--- config.mk ---
export PLATFORM = sky130hd
export DESIGN_NAME = count_source
export DESIGN_NICKNAME = d
export VERILOG_FILES = /design/src/rtl/count_source_pkg.sv /design/src/rtl/count_source_debouncer.sv /design/src/rtl/count_source.sv
export SDC_FILE = /design/constraint.sdc
export NUM_CORES = 1
export LEC_CHECK = 0
export CAP_MARGIN = 15
export CORE_MARGIN = 3
export CORE_UTILIZATION = 35
export DETAILED_ROUTE_END_ITERATION = 7
export PLACE_DENSITY = 0.59
export SLEW_MARGIN = 20
export SYNTH_ARGS = -nofsm -noshare
export SYNTH_HDL_FRONTEND = slang
export SYNTH_SLANG_ARGS = --single-unit
--- constraint.sdc ---
create_clock -name clk -period 3.25 [get_ports clk]
set_clock_uncertainty 0.1 [all_clocks]
set_input_delay 0.325 -clock clk [delete_from_list [all_inputs] [get_ports clk]]
set_output_delay 0.325 -clock clk [all_outputs]
set_load 0.02 [all_outputs]
--- src/rtl/count_source_pkg.sv ---
// Shared constants for the input-side counters and the display FSM that
// consumes them.
package count_source_pkg;

    // Width of every count handed to the display FSM.
    localparam int CNT_W = 4;

    // Ceiling for the frequency accumulator; it sticks here instead of wrapping.
    localparam logic [CNT_W-1:0] CNT_SAT = 4'hF;

    // Number of flops used to bring an asynchronous pin into the clk domain.
    localparam int SYNC_DEPTH = 2;

    // Add a single-bit increment to a count, holding at CNT_SAT once reached.
    function automatic logic [CNT_W-1:0] sat_add(input logic [CNT_W-1:0] a,
                                                 input logic inc);
        logic [CNT_W-1:0] w_sum;
        w_sum = a + {{(CNT_W-1){1'b0}}, inc};
        return (a == CNT_SAT) ? a : w_sum;
    endfunction

endpackage

--- src/rtl/count_source_debouncer.sv ---
// Push-button conditioner: synchronizes the raw pin, requires the new level
// to be stable for DEBOUNCE_CYCLES before accepting it, and emits a
// one-cycle pulse on each accepted 0->1 transition.
module input_debouncer
    import count_source_pkg::*;
#(
    parameter int DEBOUNCE_CYCLES = 500000
) (
    input  logic clk,
    input  logic rst,
    input  logic i_raw,
    output logic o_press
);

    localparam int CW = $clog2(DEBOUNCE_CYCLES);
    localparam logic [CW-1:0] CNT_LAST = CW'(DEBOUNCE_CYCLES - 1);

    logic [SYNC_DEPTH-1:0] r_sync;
    logic [SYNC_DEPTH-1:0] w_sync_next;
    logic                  w_synced;
    logic [CW-1:0]         r_cnt;
    logic                  r_level;
    logic                  r_press;

    // Next state of the synchronizer chain: stage 0 takes the pin, each
    // later stage takes its predecessor.
    genvar gi;
    generate
        for (gi = 0; gi < SYNC_DEPTH; gi++) begin : g_sync
            if (gi == 0) begin : g_first
                assign w_sync_next[gi] = i_raw;
            end else begin : g_rest
                assign w_sync_next[gi] = r_sync[gi-1];
            end
        end
    endgenerate

    assign w_synced = r_sync[SYNC_DEPTH-1];

    // Synchronizer flops.
    always_ff @(posedge clk) begin
        if (rst) begin
            r_sync <= '0;
        end else begin
            r_sync <= w_sync_next;
        end
    end

    // Stability counter and debounced level; a press pulse is registered on
    // the same edge the level rises so the consumer sees it one cycle later.
    always_ff @(posedge clk) begin
        if (rst) begin
            r_cnt   <= '0;
            r_level <= 1'b0;
            r_press <= 1'b0;
        end else begin
            r_press <= 1'b0;
            if (w_synced == r_level) begin
                r_cnt <= '0;
            end else if (r_cnt == CNT_LAST) begin
                r_level <= w_synced;
                r_cnt   <= '0;
                r_press <= w_synced;
            end else begin
                r_cnt <= r_cnt + CW'(1);
            end
        end
    end

    assign o_press = r_press;

endmodule

--- src/rtl/count_source.sv ---
// Input-side counter block feeding the display FSM: a debounced button
// event counter (Count_CT) and a gated rising-edge counter for Sig_In
// (Count_F, refreshed once per GATE_CYCLES window with an F_Valid pulse).
module count_source
    import count_source_pkg::*;
#(
    parameter int DEBOUNCE_CYCLES = 500000,
    parameter int GATE_CYCLES     = 50000000
) (
    input  logic             clk,
    input  logic             rst,
    input  logic             Btn_In,
    input  logic             Sig_In,
    input  logic             Clr_CT,
    output logic [CNT_W-1:0] Count_CT,
    output logic [CNT_W-1:0] Count_F,
    output logic             F_Valid
);

    localparam int TW = $clog2(GATE_CYCLES);
    localparam logic [TW-1:0] TIMER_LAST = TW'(GATE_CYCLES - 1);

    logic                  w_press;
    logic [CNT_W-1:0]      r_count_ct;

    logic [SYNC_DEPTH-1:0] r_sig_sync;
    logic [SYNC_DEPTH-1:0] w_sig_sync_next;
    logic                  r_sig_d3;
    logic                  w_sig_edge;

    logic [TW-1:0]         r_timer;
    logic                  w_terminal;
    logic [CNT_W-1:0]      r_acc;
    logic [CNT_W-1:0]      w_acc_plus;
    logic [CNT_W-1:0]      r_count_f;
    logic                  r_f_valid;

    input_debouncer #(
        .DEBOUNCE_CYCLES(DEBOUNCE_CYCLES)
    ) u_debouncer (
        .clk    (clk),
        .rst    (rst),
        .i_raw  (Btn_In),
        .o_press(w_press)
    );

    // Button event counter; a clear beats a simultaneous press.
    always_ff @(posedge clk) begin
        if (rst || Clr_CT) begin
            r_count_ct <= '0;
        end else if (w_press) begin
            r_count_ct <= r_count_ct + CNT_W'(1);
        end
    end

    genvar gi;
    generate
        for (gi = 0; gi < SYNC_DEPTH; gi++) begin : g_sig_sync
            if (gi == 0) begin : g_first
                assign w_sig_sync_next[gi] = Sig_In;
            end else begin : g_rest
                assign w_sig_sync_next[gi] = r_sig_sync[gi-1];
            end
        end
    endgenerate

    // Sig_In synchronizer plus one extra flop for edge detection.
    always_ff @(posedge clk) begin
        if (rst) begin
            r_sig_sync <= '0;
            r_sig_d3   <= 1'b0;
        end else begin
            r_sig_sync <= w_sig_sync_next;
            r_sig_d3   <= r_sig_sync[SYNC_DEPTH-1];
        end
    end

    assign w_sig_edge = r_sig_sync[SYNC_DEPTH-1] & ~r_sig_d3;
    assign w_terminal = (r_timer == TIMER_LAST);
    assign w_acc_plus = sat_add(r_acc, w_sig_edge);

    // Free-running gate timer; reset restarts the window.
    always_ff @(posedge clk) begin
        if (rst || w_terminal) begin
            r_timer <= '0;
        end else begin
            r_timer <= r_timer + TW'(1);
        end
    end

    // Edge accumulator and published result; an edge on the terminal cycle
    // is folded into the window that is closing.
    always_ff @(posedge clk) begin
        if (rst) begin
            r_acc     <= '0;
            r_count_f <= '0;
            r_f_valid <= 1'b0;
        end else if (w_terminal) begin
            r_acc     <= '0;
            r_count_f <= w_acc_plus;
            r_f_valid <= 1'b1;
        end else begin
            r_acc     <= w_acc_plus;
            r_f_valid <= 1'b0;
        end
    end

    assign Count_CT = r_count_ct;
    assign Count_F  = r_count_f;
    assign F_Valid  = r_f_valid;

endmodule
* Yosys cells after proc, flatten, opt, wreduce, memory -nomap -nowiden
Index checks and enable logic that the tools add are counted.
Word-level totals: register bits after elaboration 65, bits of input ports 5, logic and storage cells 31
Operators by class: $add $sub $neg 4, equal/unequal tests 4, mux-type cells 2, bitwise operators 4, reductions and logical operators 6
Operators by type and width (number):
- adder 26 x 1 -> 26 bit, second input constant | 1
- equality test 26 bit, second input constant | 1
- adder 19 x 1 -> 19 bit, second input constant | 1
- equality test 19 bit, second input constant | 1
- OR reduction 3 bit | 2
- adder 4 x 1 -> 4 bit | 1
- adder 4 x 1 -> 4 bit, second input constant | 1
- equality test 4 bit, second input constant | 1
- 2-to-1 mux 4 bit | 1
- NOT 1 bit | 3
- logical OR 1 bit | 2
- AND reduction 2 bit | 1
- OR reduction 2 bit | 1
- bitwise AND 1 bit | 1
- equality test 1 bit | 1
- 2-to-1 mux 1 bit | 1

* Logic depth before layout (Yosys ltp)
Gate-level depths: netlist of the first run.
depth in word-level cells 4, depth in mapped cells 6

* Modules after synthesis
A second synthesis of the first run with hierarchy kept.
Unflattened totals: cell total of the unflattened synthesis 319, area total of the unflattened synthesis 2965.3 um^2
Modules (own cells, without submodules):
- count_source | times used 1, cells each 206, area an instance 1908.1 um^2, seq. area each 840.8 um^2
- input_debouncer | times used 1, cells each 113, area an instance 1057.3 um^2, seq. area each 460.4 um^2

* Worst setup path after synthesis of the first run
Ideal clock, no wire load.
kind reg2reg, start point register u_debouncer.r_cnt[2], end point register u_debouncer.r_cnt[17], arrival time 1.527 ns, required time 3.079 ns, path slack 1.552 ns, stages on the path, launching flop included 5, path buffers 0, clock period less this slack 1.698 ns, path through dfxtp_1 nand3_2 or3_4 or4_1 a21oi_1
Between the ends: word-level cells in the longest chain between the ends 2
Ends and longest elaborated chain:
- start: declaration | line count_source_debouncer.sv:21 | logic [CW-1:0] r_cnt;
- start signal: assignment | line count_source_debouncer.sv:65 | r_cnt <= r_cnt + CW'(1);
- parallel branches: the longest is 2 deep, another holds adder 19 x 1 -> 19 bit
Several ways; the timed one is not identified. A chain may end at the register's enable or synchronous reset.

* Final worst setup path of the first run
start point register r_timer[2], end point register r_timer[24]
Between the ends: word-level cells in the longest chain between the ends 2
Ends and longest elaborated chain:
- start: declaration | line count_source.sv:31 | logic [TW-1:0] r_timer;
- start signal: assignment | line count_source.sv:87 | r_timer <= r_timer + TW'(1);
- parallel branches: the longest is 2 deep, another holds adder 26 x 1 -> 26 bit
Several ways; the timed one is not identified.

==> flow_metrics.env, run 1 <==
export IMPL_rrSetupSlack_ps=1040
export IMPL_arrival_ps=2370
export IMPL_synth_seq_cells=65
export IMPL_antenna_found_initial=0
export IMPL_pwr_share_comb=0.020
export IMPL_critPathLaunchType="register"
export IMPL_switching_share=0.200
export IMPL_syn_area_um2=2820
export IMPL_ys_seq_area_frac=0.461
export IMPL_io_pins=14
export IMPL_ant_nets=0
export IMPL_fillers=784
export IMPL_cts_resized=0
export IMPL_max_cap_violations=0
export IMPL_clk_latency_ps=340
export IMPL_syn_inst=310
export IMPL_start_util=0.363
export IMPL_cts_buffers=9
export IMPL_nNetsFinal=337
export IMPL_wl_mm=5.35
export IMPL_hpwl_mm=3.64
export IMPL_max_freq_ghz=0.453
export IMPL_synth_top_cell_by_area="dfxtp_1"
export IMPL_synth_flop_cell="dfxtp_1"
export IMPL_core_area_um2=7770
export IMPL_die_w_um=95.8
export IMPL_slew_violations=0
export IMPL_power_frac_seq=0.493
export IMPL_drt_iter0_drc=98
export IMPL_cts_hold_fix_buffers=0
export IMPL_rows=32
export IMPL_power_density_nw_per_um2=497
export IMPL_synth_area_per_cell_um2=9.11
export IMPL_synthTopCellsByArea="dfxtp_1, xor2_1, nor2_1, nand4_1, xnor2_1"
export IMPL_gp_congestion=0.789
export IMPL_worst_slew_margin_rel=0.568
export IMPL_wl_per_cell_um=12.3
export IMPL_syn_num_nets=320
export IMPL_worstPathCellList="and4_1 > nand4_1 > or4_1 > a21oi_1"
export IMPL_setup_viol=0
export IMPL_outcome="complete, no violations"
export IMPL_ys_types=41
export IMPL_cts_tree="done"
export IMPL_die_area_um2=9180
export IMPL_cp_data_required_time_ps=3410
export IMPL_netlist_top_cells_count="dfxtp_1, nor2_1, a21oi_1, xor2_1, nand3_1"
export IMPL_grt_pass1_vias=1969
export IMPL_final_util=0.425
export IMPL_track_usage=0.128
export IMPL_vdd_drop_max_mv=0.277
export IMPL_dr_pass1_iters=4
export IMPL_overflow=0
export IMPL_drive_gt1_frac=0.0783
export IMPL_worstSetupEndpointType="register"
export IMPL_rsz0062_at_grt="false"
export IMPL_cts_path_max_buffers=2
export IMPL_hold_class="reg -> reg"
export IMPL_port_buffers=13
export IMPL_post_cts_repair_setup_buffers=0
export IMPL_async_flop_share=0
export IMPL_clockPowerShare=0.487
export IMPL_synth_edff_count=0
export IMPL_drc=0
export IMPL_h_tree_depth=3
export IMPL_fin_crit_sh=0.680
export IMPL_crit_fanout=13
export IMPL_viasPerCell=5.11
export IMPL_cp_slowest_stage_delay_ps=620
export IMPL_cts_reportedPaths_clkPinSlew_ps=70
export IMPL_critPathSlowestCell="or4_1"
export IMPL_dieHeight_um=95.8
export IMPL_p_leak_nw=1.08
export IMPL_area_growth_syn_to_layout_pct=16.8
export IMPL_vias=2216
export IMPL_grt_max_degree=21
export IMPL_p_switching_w=0.000327
export IMPL_cts_root_buf="clkbuf_8"
export IMPL_clock_sinks=65
export IMPL_synth_top_area_share=0.461
export IMPL_max_slew_worst_pin_slew_ps=646
export IMPL_power_internal_w=0.00131
export IMPL_yosysMostFrequentCell="dfxtp_1"
export IMPL_ys_warn_count=0
export IMPL_insertedDiodeCount=0
export IMPL_hold_viol_final=0
export IMPL_crit_buf_inv=0
export IMPL_path_class="reg -> reg"
export IMPL_period_minus_slack_ps=2210
export IMPL_grt_pass1_wl_mm=9.15
export IMPL_crit_family="simple AND/OR/NAND/NOR gates"
export IMPL_final_setup_tns_ps=0
## placed cells by master, fill, tap and decap left out, types with 2 or more instances in the layout
cell type / count
a21oi_1: 19
a211oi_1: 2
clkbuf_8: 12
and3_1: 5
nand2_1: 14
inv_1: 4
nor2b_1: 9
o31ai_1: 8
xnor2_1: 11
ha_1: 5
or3_1: 7
dfxtp_1: 65
xor2_1: 19
nor2_1: 35
and4_1: 7
o21ai_0: 10
and2_1: 6
buf_4: 3
or4_1: 8
nand4_1: 16
clkdlybuf4s50_1: 13
nor3_1: 7
a31oi_1: 4
bufinv_16: 2
nor4_1: 5
nand3_1: 18
## final cells by class
class                   count  area (µm²)  area share
multi-input cells         231        1460       0.443
clock inverters             4        73.8      0.0224
clock buffers              12         165      0.0501
well taps                 102         128      0.0387
inverters                   4        15.0     0.00455
repair buffers             16         153      0.0463
flip-flops and latches     65        1300       0.395
## state kept, by name, summed over array words and instances, names as in the netlist
name                 count
r_timer                 26
u_debouncer.r_cnt       19
Count_CT                 4
Count_F                  4
r_acc                    4
r_sig_sync               2
u_debouncer.r_sync       2
F_Valid                  1
r_sig_d3                 1
u_debouncer.o_press      1
u_debouncer.r_level      1
## cell families after synthesis
group / count (synthesis) / synth area share
and+or+nand+nor: 148 / 0.300
DFF: 65 / 0.461
AOI/OAI and AO/OA: 47 / 0.0997
xor gates and xnor gates: 30 / 0.0931
buffers and inverters: 14 / 0.0208
adders and majority gates: 5 / 0.0222
muxes: 1 / 0.00355
## path summary, 6_finish.rpt
| kind | start | end | depth (start not counted) |
|---|---|---|---|
| worst max-delay path | r_timer[2] | r_timer[24] | 4 |
| worst min-delay path | r_timer[0] | r_timer[0] | 1 |
| worst max register to register | r_timer[2] | r_timer[24] | 4 |
| worst min register to register | r_timer[0] | r_timer[0] | 1 |
## per-layer routing
layer | GRT usage | part of all wire | up-vias
met5 | 0 | 0 | -
met4 | 0.0746 | 0.0065 | 0
met3 | 0.0281 | 0.031 | 2
met2 | 0.190 | 0.43 | 33
met1 | 0.169 | 0.53 | 1020
li1 | - | - | 1161
## power groups by stage
stage	sequential (W)	clock, W	combinational, W
after floorplan	0.000825	0	0.0000214
after global placement	0.000826	0	0.0000333
after detailed placement	0.000826	0	0.0000334
after CTS	0.000808	0.000830	0.0000338
after global routing	0.000808	0.000855	0.0000376
final	0.000808	0.000798	0.0000332
## per-stage QoR
stage	cells	setup WS, ps	cell area, µm²	total power (W)	hold slack (ps)
2_1_floorplan	310	1550	2820	0.000846	302
3_3_place_gp	418	1090	3060	0.000859	321
3_5_place_dp	418	1090	3060	0.000860	327
4_1_cts	434	1040	3300	0.00167	344
5_1_grt	434	916	3300	0.00170	374
6_report	434	1040	3300	0.00164	341
## worst register-to-register path, cell delays in order, from the launching register on
cell	delay, ps
dfxtp_1	400
and4_1	390
nand4_1	470
or4_1	620
a21oi_1	160
Note: power is estimated with default switching activity, not from simulation.
==> inputs of run 2 (changes only) <==
--- a/config.mk
+++ b/config.mk
@@ -9,7 +9,7 @@
 export CORE_MARGIN = 3
 export CORE_UTILIZATION = 35
 export DETAILED_ROUTE_END_ITERATION = 7
-export PLACE_DENSITY = 0.59
+export PLACE_DENSITY = 0.61
 export SLEW_MARGIN = 20
 export SYNTH_ARGS = -nofsm -noshare
 export SYNTH_HDL_FRONTEND = slang
==> constraint.sdc (replaced) <==
create_clock -name clk -period 1.78 [get_ports clk]
set_clock_uncertainty 0.1 [all_clocks]
set_input_delay 0.178 -clock clk [delete_from_list [all_inputs] [get_ports clk]]
set_output_delay 0.178 -clock clk [all_outputs]
set_load 0.02 [all_outputs]
==> run 2 against run 1 <==
Clock-buffer cell count rose by 2. Fmax rose by 31%. Clock power rose by 63%. Register-to-register slack got worse by 950 ps. Hold slack got worse by 6.7 ps. Die area did not move. Critical path type unchanged. First-iteration DRC count rose by 5.1%. Non-clock buffer count rose by 36. Utilization rose by 3.9 points. Total power rose by 74%. Highest routed layer unchanged. Combinational power rose by 130%.
==> flow_metrics.env, run 2 (synthesis gave the netlist of run 1 again) <==
export IMPL_mostFrequentLayoutCell="dfxtp_1"
export IMPL_core_area_um2=7770
export IMPL_groute_layer_met1_usage=0.178
export IMPL_max_freq_ghz=0.592
export IMPL_max_slew_worst_pin_slew_ps=390
export IMPL_drive_gt1_frac=0.201
export IMPL_wl_per_cell_um=12.8
export IMPL_max_cap_violations=0
export IMPL_viasPerCell=5.09
export IMPL_vdd_drop_max_mv=0.314
export IMPL_grt_pass1_vias=2267
export IMPL_clock_sinks=65
export IMPL_rows=32
export IMPL_overflow=0
export IMPL_setup_viol=0
export IMPL_arrival_ps=1800
export IMPL_cts_path_max_buffers=2
export IMPL_hold_class="reg -> reg"
export IMPL_dr_pass1_iters=4
export IMPL_critPathLaunchType="register"
export IMPL_grt_pass1_wl_mm=9.92
export IMPL_gr_max_usage_layer="met2"
export IMPL_area_growth_syn_to_layout_pct=27.5
export IMPL_worstSetupEndpointType="register"
export IMPL_slew_violations=0
export IMPL_hold_viol_final=0
export IMPL_worst_slew_margin_rel=0.739
export IMPL_hold_start="u_debouncer.r_cnt[0]"
export IMPL_rr_endpoint="r_timer[25]"
export IMPL_io_pins=14
export IMPL_fillers=772
export IMPL_ant_nets=0
export IMPL_crit_fanout=24
export IMPL_largest_reg_flops=26
export IMPL_use_met3=0.0344
export IMPL_dpl_cell_count=454
export IMPL_cp_data_required_time_ps=1890
export IMPL_die_w_um=95.8
export IMPL_met2_usage=0.219
export IMPL_rrSetupSlack_ps=90
export IMPL_final_util=0.463
export IMPL_cts_tree="done"
export IMPL_grt_max_degree=25
export IMPL_dieHeight_um=95.8
export IMPL_vias=2391
export IMPL_port_buffers=13
export IMPL_drt_iter0_drc=103
export IMPL_reg_top3="r_timer (26), u_debouncer.r_cnt (19)"
export IMPL_hold_worst_slack_ps=334
export IMPL_seq_area_um2=1310
export IMPL_whs_path_depth=1
export IMPL_drc=0
export IMPL_track_usage=0.137
export IMPL_cts_buffers=9
export IMPL_cts_reportedPaths_clkPinSlew_ps=70
export IMPL_layout_cells_non_filler=470
export IMPL_gp_congestion=0.772
export IMPL_insertedDiodeCount=0
export IMPL_power_density_nw_per_um2=791
export IMPL_min_to="u_debouncer.r_cnt[0]"
export IMPL_cts_root_buf="clkbuf_8"
export IMPL_hpwl_mm=4.20
export IMPL_die_area_um2=9180
export IMPL_clk_latency_ps=340
export IMPL_h_tree_depth=3
export IMPL_antenna_found_initial=0
export IMPL_largest_register="r_timer"
export IMPL_r2r_start="r_timer[18]"
export IMPL_fin_crit_sh=0.949
export IMPL_wl_mm=6.01
export IMPL_outcome="complete, no violations"
export IMPL_path_class="reg -> reg"
export IMPL_r2r_cells=5
export IMPL_start_util=0.363
export IMPL_layout_common_cells="dfxtp_1, buf_4, nor2_1"
export IMPL_period_minus_slack_ps=1690
export IMPL_multi_input_area_um2=1500
export IMPL_cts_hold_fix_buffers=0
export IMPL_p_leak_nw=1.25
export IMPL_nNetsFinal=373
## run 2: cell count changes in the layout (fill, tap and decap cells not counted), moves of 2 or more
| cell | change |
|---|---|
| buf_4 | +35 |
| dfxtp_1 | -7 |
| and4_1 | -2 |
| and4_4 | +2 |
| dfxtp_2 | +6 |
| clkbuf_1 | +2 |
## run 2: power breakdown
group          internal (W)  total (W)  switching [W]
sequential          0.00147    0.00147     0.00000727
clock              0.000761    0.00130       0.000536
combinational     0.0000359  0.0000754      0.0000395
total               0.00226    0.00285       0.000583
## run 2: critical path, cell delays in order, from the launching register on
cell	delay, ps
dfxtp_1	360
nor4_2	410
nand4_1	190
o21bai_2	240
buf_12	200
a21oi_1	60
## run 2: metal layers
layer	part of all wire	vias to the layer above	routed length, µm
met5	0	-	0
met3	0.030	6	180
met1	0.49	1115	2950
li1	-	1240	-
met4	0.0098	0	59
met2	0.47	30	2820
## run 2: cell type report
cell class	count	area share
timing repair buffer	52	0.121
inverter	4	0.00417
sequential	65	0.365
multi-input combinational	231	0.417
clock buffer	14	0.0480
tap	102	0.0355
clock inverter	2	0.00974
## run 2: timing repair
action	in CTS	in global routing
setup endpoints to repair	0	32
resized for setup	0	17
buffers inserted	0	0
## run 2: per-stage QoR
step,power [W],worst slack (ps),setup TNS (ps),area (µm²)
CTS,0.00287,6.07,0,3550
global route,0.00295,-15.6,-40.5,3600
finish,0.00285,91.6,0,3600
global placement,0.00158,38.8,0,3340
floorplan,0.00155,81.7,0,2820
detailed placement,0.00158,25.4,0,3340
## run 2: worst max path at each step
stage,slack (ps),from,cells past startpoint,end
3_5_place_dp,30,r_timer[10],6,r_timer[25]
5_1_grt,-20,r_timer[16],5,r_timer[22]
2_1_floorplan,80,u_debouncer.r_cnt[2],4,u_debouncer.r_cnt[17]
6_report,90,r_timer[18],5,r_timer[25]
3_3_place_gp,40,r_timer[10],6,r_timer[23]
4_1_cts,6,r_timer[10],6,r_timer[22]
